### config.mk
export PLATFORM = sky130hd
export DESIGN_NAME = shift_deser
export DESIGN_NICKNAME = d
export VERILOG_FILES = /design/src/rtl/shift_deser_pkg.sv /design/src/rtl/deser_outbuf.sv /design/src/rtl/shift_deser.sv
export SDC_FILE = /design/constraint.sdc
export NUM_CORES = 1
export LEC_CHECK = 0
export ABC_AREA = 1
export CORE_ASPECT_RATIO = 0.7
export CORE_MARGIN = 2
export CORE_UTILIZATION = 35
export CTS_BUF_LIST = sky130_fd_sc_hd__clkbuf_16
export DETAILED_ROUTE_END_ITERATION = 8
export SETUP_SLACK_MARGIN = 0.2
export SLEW_MARGIN = 30
export SYNTH_ARGS = -nofsm -noshare
export SYNTH_HDL_FRONTEND = slang
export SYNTH_SLANG_ARGS = --single-unit
### constraint.sdc
create_clock -name clk -period 1.5 [get_ports clk]
set_input_delay 0.225 -clock clk [delete_from_list [all_inputs] [get_ports clk]]
set_output_delay 0.225 -clock clk [all_outputs]
set_load 0.01 [all_outputs]
### src/rtl/shift_deser_pkg.sv
// Shared types and constants for the shift_deser serial-to-parallel receiver.
package shift_deser_pkg;

  typedef enum logic [1:0] {IDLE, RECV, PAR} state_t;

  // Value that XOR of all data bits and the parity bit must give (even parity)
  localparam logic PARITY_EVEN = 1'b0;

endpackage

### src/rtl/deser_outbuf.sv
// One-entry valid/ready holding register for received words, with sticky overrun.
module deser_outbuf #(
  parameter int unsigned W = 8
) (
  input  logic         clk,
  input  logic         rst_n,
  input  logic         load,
  input  logic [W-1:0] d,
  input  logic         ready,
  input  logic         ovr_clr,
  output logic [W-1:0] q,
  output logic         valid,
  output logic         overrun
);

  logic take_c;
  logic drop_c;

  assign take_c = valid & ready;
  // A completed word is dropped only if the buffer stays occupied across this edge
  assign drop_c = load & valid & ~ready;

  always_ff @(posedge clk) begin
    if (!rst_n) begin
      q       <= '0;
      valid   <= 1'b0;
      overrun <= 1'b0;
    end else begin
      if (load && !drop_c) begin
        q     <= d;
        valid <= 1'b1;
      end else if (take_c) begin
        valid <= 1'b0;
      end

      if (drop_c) begin
        overrun <= 1'b1;
      end else if (ovr_clr) begin
        overrun <= 1'b0;
      end
    end
  end

endmodule

### src/rtl/shift_deser.sv
// LSB-first serial-to-parallel deserializer feeding a one-entry valid/ready buffer.
// Optional even-parity bit after each word when SHIFT_DESER_PARITY_EN is defined.
module shift_deser
  import shift_deser_pkg::*;
#(
  parameter int unsigned N = 8
) (
  input  logic         clk,
  input  logic         rst_n,
  input  logic         s_in,
  input  logic         s_en,
  input  logic         s_start,
  output logic [N-1:0] q,
  output logic         q_valid,
  input  logic         q_ready,
  output logic         busy,
  output logic         overrun,
  input  logic         ovr_clr,
  output logic         parity_err
);

  localparam int unsigned CW = $clog2(N + 1);
  localparam logic [CW-1:0] LAST_IDX = CW'(N - 1);

  state_t         state;
  state_t         state_nxt;
  logic [N-1:0]   sh;
  logic [N-1:0]   sh_nxt;
  logic [N-1:0]   sh_shift;
  logic [CW-1:0]  cnt;
  logic [CW-1:0]  cnt_nxt;
  logic [N-1:0]   word_c;
  logic           done_c;
  logic           perr_c;

  assign sh_shift = {s_in, sh[N-1:1]};

  always_ff @(posedge clk) begin
    if (!rst_n) begin
      state <= IDLE;
      sh    <= '0;
      cnt   <= '0;
      busy  <= 1'b0;
    end else begin
      state <= state_nxt;
      sh    <= sh_nxt;
      cnt   <= cnt_nxt;
      busy  <= (state_nxt != IDLE);
    end
  end

  always_comb begin
    state_nxt = state;
    sh_nxt    = sh;
    cnt_nxt   = cnt;
    word_c    = sh;
    done_c    = 1'b0;
    perr_c    = 1'b0;
    case (state)
      IDLE: begin
        if (s_en && s_start) begin
          sh_nxt    = {s_in, {(N - 1){1'b0}}};
          cnt_nxt   = CW'(1);
          state_nxt = RECV;
        end
      end
      RECV: begin
        if (s_en && s_start) begin
          // Restart: drop the partial frame, current bit becomes bit 0
          sh_nxt  = {s_in, {(N - 1){1'b0}}};
          cnt_nxt = CW'(1);
        end else if (s_en) begin
          sh_nxt = sh_shift;
          if (cnt == LAST_IDX) begin
`ifdef SHIFT_DESER_PARITY_EN
            cnt_nxt   = CW'(N);
            state_nxt = PAR;
`else
            word_c    = sh_shift;
            done_c    = 1'b1;
            cnt_nxt   = '0;
            state_nxt = IDLE;
`endif
          end else begin
            cnt_nxt = cnt + CW'(1);
          end
        end
      end
`ifdef SHIFT_DESER_PARITY_EN
      PAR: begin
        if (s_en && s_start) begin
          sh_nxt    = {s_in, {(N - 1){1'b0}}};
          cnt_nxt   = CW'(1);
          state_nxt = RECV;
        end else if (s_en) begin
          word_c    = sh;
          cnt_nxt   = '0;
          state_nxt = IDLE;
          if ((^sh ^ s_in) == PARITY_EVEN) begin
            done_c = 1'b1;
          end else begin
            perr_c = 1'b1;
          end
        end
      end
`endif
      default: begin
        state_nxt = IDLE;
        cnt_nxt   = '0;
      end
    endcase
  end

`ifdef SHIFT_DESER_PARITY_EN
  always_ff @(posedge clk) begin
    if (!rst_n) begin
      parity_err <= 1'b0;
    end else begin
      parity_err <= perr_c;
    end
  end
`else
  logic unused_perr;
  assign unused_perr = perr_c;
  assign parity_err  = 1'b0;
`endif

  deser_outbuf #(
    .W(N)
  ) u_outbuf (
    .clk     (clk),
    .rst_n   (rst_n),
    .load    (done_c),
    .d       (word_c),
    .ready   (q_ready),
    .ovr_clr (ovr_clr),
    .q       (q),
    .valid   (q_valid),
    .overrun (overrun)
  );

endmodule
### Word-level counts from Yosys, hierarchy flattened

Cells that the tools add are included.

| operators by class | value |
|---|---|
| add/subtract/negate cells | 1 |
| equality and inequality tests | 4 |
| muxes and demuxes | 26 |
| bitwise operators | 4 |
| reduce and logical (&&, ||, !) cells | 10 |

Operator list:

| kind | count |
|---|---|
| 2-to-1 mux 8 bit | 7 |
| 2-to-1 mux 4 bit | 4 |
| case mux 8 bit (2 select lines) | 1 |
| 2-to-1 mux 1 bit | 8 |
| 2-to-1 mux 2 bit | 4 |
| case mux 4 bit (2 select lines) | 1 |
| nonzero test 2 bit | 4 |
| adder 4 x 1 -> 4 bit (second input constant) | 1 |
| equality test 4 x 3 -> 1 bit (second input constant) | 1 |
| case mux 2 bit (2 select lines) | 1 |
| bitwise AND 1 bit | 3 |
| != test 3 bit (second input constant) | 1 |
| AND reduction 3 bit | 1 |
| equality test 2 x 1 -> 1 bit (second input constant) | 1 |
| logical AND 1 bit | 2 |
| logical NOT 2 bit | 1 |
| != test 2 bit (second input constant) | 1 |
| AND reduction 2 bit | 1 |
| logical NOT 1 bit | 1 |
| NOT 1 bit | 1 |

| word-level totals | value |
|---|---|
| bits in registers | 25 |
| output and inout port bits | 12 |
| word-level logic and storage cells | 52 |

### Longest topological paths before layout

| depth | value |
|---|---|
| depth in word-level cells | 10 |
| mapped depth | 9 |
| gate-level depth less buffers | 9 |

### Cells and area by module

Synthesis repeated with hierarchy kept, for this count alone.

| second synthesis, totals | value |
|---|---|
| cell total of the unflattened synthesis | 178 |
| area total of the unflattened synthesis | 1247.4 um^2 |

Modules (own cells, without submodules):

| module | instances | cells each | area an instance (um^2) |
|---|---|---|---|
| shift_deser | 1 | 115 | 778.2 |
| deser_outbuf | 1 | 63 | 469.2 |

### Least setup slack after synthesis

No wires, ideal clock.

| timing path | value |
|---|---|
| path kind | register to register |
| start point | register cnt[0] |
| end point | register u_outbuf.q[0] |
| setup time | 0.064 ns |
| arrival time | 1.159 ns |
| required time | 1.436 ns |
| slack | 0.277 ns |
| stages on the path, launching flop included | 10 |
| path buffers | 0 |
| cell sequence | dfxtp_1 ha_1 nand2_2 clkinv_2 nand2_4 nor2_8 nand2_4 nand2_2 inv_1 nor2_1 |

| between the ends | value |
|---|---|
| word-level cells in the longest chain between the ends | 9 |
| elaborated cells between the ends (all ways) | 13 |
| classes of those cells | eq/ne (1); mux (8); bitwise (2); reduce/logical (2) |

RTL lines:

| element | line | source |
|---|---|---|
| from (decl) | shift_deser.sv:30 | `logic [CW-1:0] cnt;` |
| from (signal assigned) | shift_deser.sv:47 | `cnt <= cnt_nxt;` |
| equality test 4 x 3 -> 1 bit * | shift_deser.sv:74 | `if (cnt == LAST_IDX) begin` |
| 2-to-1 mux 1 bit | shift_deser.sv:74 |  |
| 2-to-1 mux 1 bit | shift_deser.sv:72 | `end else if (s_en) begin` |
| 2-to-1 mux 1 bit | shift_deser.sv:68 | `if (s_en && s_start) begin` |
| 2-to-1 mux 1 bit | shift_deser.sv:59 | `case (state)` |
| bitwise AND 1 bit (2 in series) | deser_outbuf.sv:21 | `assign drop_c = load & valid & ~ready;` |
| logical NOT 1 bit | deser_outbuf.sv:29 | `if (load && !drop_c) begin` |
| logical AND 1 bit | deser_outbuf.sv:29 |  |
| to (signal assigned) | deser_outbuf.sv:25 | `q <= '0;` |
| to (signal assigned) | deser_outbuf.sv:30 | `q <= d;` |
| to (decl) | deser_outbuf.sv:11 | `output logic [W-1:0] q,` |

Every way passes the cells marked *; elsewhere a longest branch is shown, timed or not.
A chain may end at the register's enable or synchronous reset.

### Worst setup path after layout

| timing path | value |
|---|---|
| start point | register cnt[0] |
| end point | register u_outbuf.q[2] |

The elaborated chain is that of the path after synthesis.

==> run metrics <==
clock root buffer clkbuf_16; final-stage net count 196; final worst-path cycle share 82.5%; RSZ-0062 raised after global routing yes; Die H between 50 and 60 um; Placed Instances 217; Post-synth top cells nand2_1 (35), inv_1 (32), dfxtp_1 (24); # DRC 0; Crit Path Max Fanout 6; final cell count without fillers 225; GRT Total Usage 13.6%; die area 0.00370 mm2; r2r worst-path depth 9; Crit. Startpoint cnt[0]; Hold Crit Class in -> reg; H-tree lvl count 1; Post-DRT Antenna Nets 0; most common cell in the netlist nand2_1; Bufs on Longest Clock Path 2; hold path depth 5; NetSw around 0.00027 W; worst path arrival time about 1.4 ns; Fin Clk Skew about 0.0044 ns; Critical Path Sink Type flip-flop; largest net degree at the start of global routing 14; Synth Warn # 0; drt wl/cell 10.0 um; critical path depth 9; most frequent CP cell nand2_4; initial drt markers 45; final core utilization about half; Critical Path RT 1.70 ns; Critical Path Slowest Stage Cell dfxtp_4; Comb pwr share 5.5%; Final TNS setup 0 ns; P_leak 0.710 nW; routed vias 993; Max Slew Vio Count 0; global route overflow 0; reg-to-reg startpoint cnt[0]; number of global-route vias before repair 898; CP max stage delay between 0.3 and 0.4 ns; post-synthesis cell type count 19; Seq cells post-synth 24; first-pass GRT wire length 3.86 mm; sequential share of power 49.9%; DR vias/cell roughly 4.4; IO Port Bufs 17; initial antenna violation count 0; Reg clk slew, reported paths 0.06 ns; CTS tree done; status finished clean; asr flop ratio synth 0%; peak supply drop 0.489 mV; most used flip-flop cell after synthesis dfxtp_1; Synth Instances 162; Crit path max-delay family simple AND/OR/NAND/NOR gates; router iterations before antenna repair 4; crit path time final between 1 and 1.5 ns; Tot Pwr 0.00129 W; synthesized area per cell between 6 and 7 um2; WHS 0.458 ns; standard-cell row count 17; clock power share 44.5%; diode count 0; fill count 293; Seq/Total Area, Yosys 42.6%; share of post-route cells with drive strength above 1 20.9%; FMAX 0.808 GHz; Total Routed Length roughly 2.3 mm; hpwl dp 1.59 mm; Mapped Area 0.00113 mm2; WS Path Type reg -> reg; Final Setup Violations 0; IO Pins 19; maxcap violations 0; Synth top area share a little over two fifths; DIE WIDTH 71.8 um; sw frac 20.7%; RD Place Congestion 0.846; Cell Pwr Density 863 mW/mm2; final hold violation count 0; post-synth top area cell dfxtp_1; EDFF count, synth 0; Worst Min Path Start s_en; worst skew pair latency 0.26 ns; CTS buffer count 3; Worst setup SP type flip-flop; main area contributors after synthesis dfxtp_1 (43%), nand2_1 (12%), inv_1 (11%); worst path bufs/invs 2; Critical Path, Cell by Cell ha_4 -> nand2_4 -> inv_4 -> nand2_4 -> nor2_8 -> nand2_8 -> nand2_2 -> inv_2 -> nor2_2; Core ar. 0.00311 mm2; CTS Sinks 24; Int Pwr a little over 0.001 W; area growth from synthesis to layout 33.0%; Starting Density 36.3%
## worst register-to-register path, stage by stage, from the launching register on
cell and delay (ns):
dfxtp_4 0.37, ha_4 0.14, nand2_4 0.06, inv_4 0.06, nand2_4 0.08, nor2_8 0.20
nand2_8 0.09, nand2_2 0.08, inv_2 0.03, nor2_2 0.07
## final timing paths
| path | end | slack [ns] |
|---|---|---|
| max | u_outbuf.q[2] | 0.26 |
| min | state[0] | 0.46 |
| max reg2reg | u_outbuf.q[2] | 0.26 |
| min reg2reg | sh[1] | 0.47 |
## timing repair
action | 4_1_cts | 5_1_grt
pin swaps | 1 | 14
hold buffers | 0 | 0
buffers inserted | 0 | 2
gates resized for setup | 13 | 15
endpoints found under the setup margin | 20 | 20
gates cloned | 1 | 1
## sequential cells by signal, summed over array words and instances, names as in the netlist
register	flops
state	2
sh	7
u_outbuf.overrun	1
busy	1
u_outbuf.valid	1
cnt	4
u_outbuf.q	8
## cell families (layout without fill, tap and decap cells)
logic type	count (synthesis)	after routing	synth area share [%]
other	1	2	0.333
buffers and inverters	41	63	14.1
DFF	24	24	42.6
adders and majority gates	1	1	1.11
and+or+nand+nor	78	80	34.3
AOI/OAI and AO/OA	17	17	7.55
## power by group through the flow
stage               Combinational, W  Clock (W)  Sequential [W]
detailed placement         0.0000691          0        0.000663
floorplan                  0.0000403          0        0.000662
global placement           0.0000683          0        0.000663
finish                     0.0000715   0.000576        0.000646
CTS                        0.0000692   0.000591        0.000649
global route               0.0000796   0.000625        0.000647
## placed cells by master (no fill, tap or decap)
master            n
a21oi_1          14
clkbuf_16         3
nor2_1           12
nor2_4            3
clkinv_1          1
buf_4             4
ha_4              1
inv_1            29
nand2_2           8
dlymetal6s2s_1    1
o21ai_0           2
inv_2             7
dfxtp_4           2
dlygate4sd2_1    11
nand2_1          35
nor2_2            3
nand2_8           1
dfxtp_1          22
inv_4             2
nand2_4           4
o21ai_1           1
clkdlybuf4s50_1   5
nand4_1           1
nand3_1          12
nor2_8            1
conb_1            2
## layout make-up
type | count | area (um2) | area share (%)
sequential | 24 | 488 | 32.6
multi-input combinational | 100 | 548 | 36.6
clock inverter | 1 | 3.75 | 0.250
tap | 38 | 47.5 | 3.17
clock buffer | 3 | 75.1 | 5.01
inverter | 38 | 148 | 9.85
timing repair buffer | 21 | 189 | 12.6
## metal layers
metal	wire, um	vias up	GRT usage [%]
met4	40	0	6.92
met2	970	22	20.8
li1	-	529	-
met3	94	4	3.94
met1	1150	438	17.6
met5	0	-	0
## stage by stage
| step | instance area, um2 | setup slack (ns) |
|---|---|---|
| 2_1_floorplan | 1130 | 0.277 |
| 3_3_place_gp | 1350 | -0.0275 |
| 3_5_place_dp | 1350 | -0.0556 |
| 4_1_cts | 1440 | 0.204 |
| 5_1_grt | 1500 | 0.185 |
| 6_report | 1500 | 0.263 |
(Power assumes the default switching activity.)
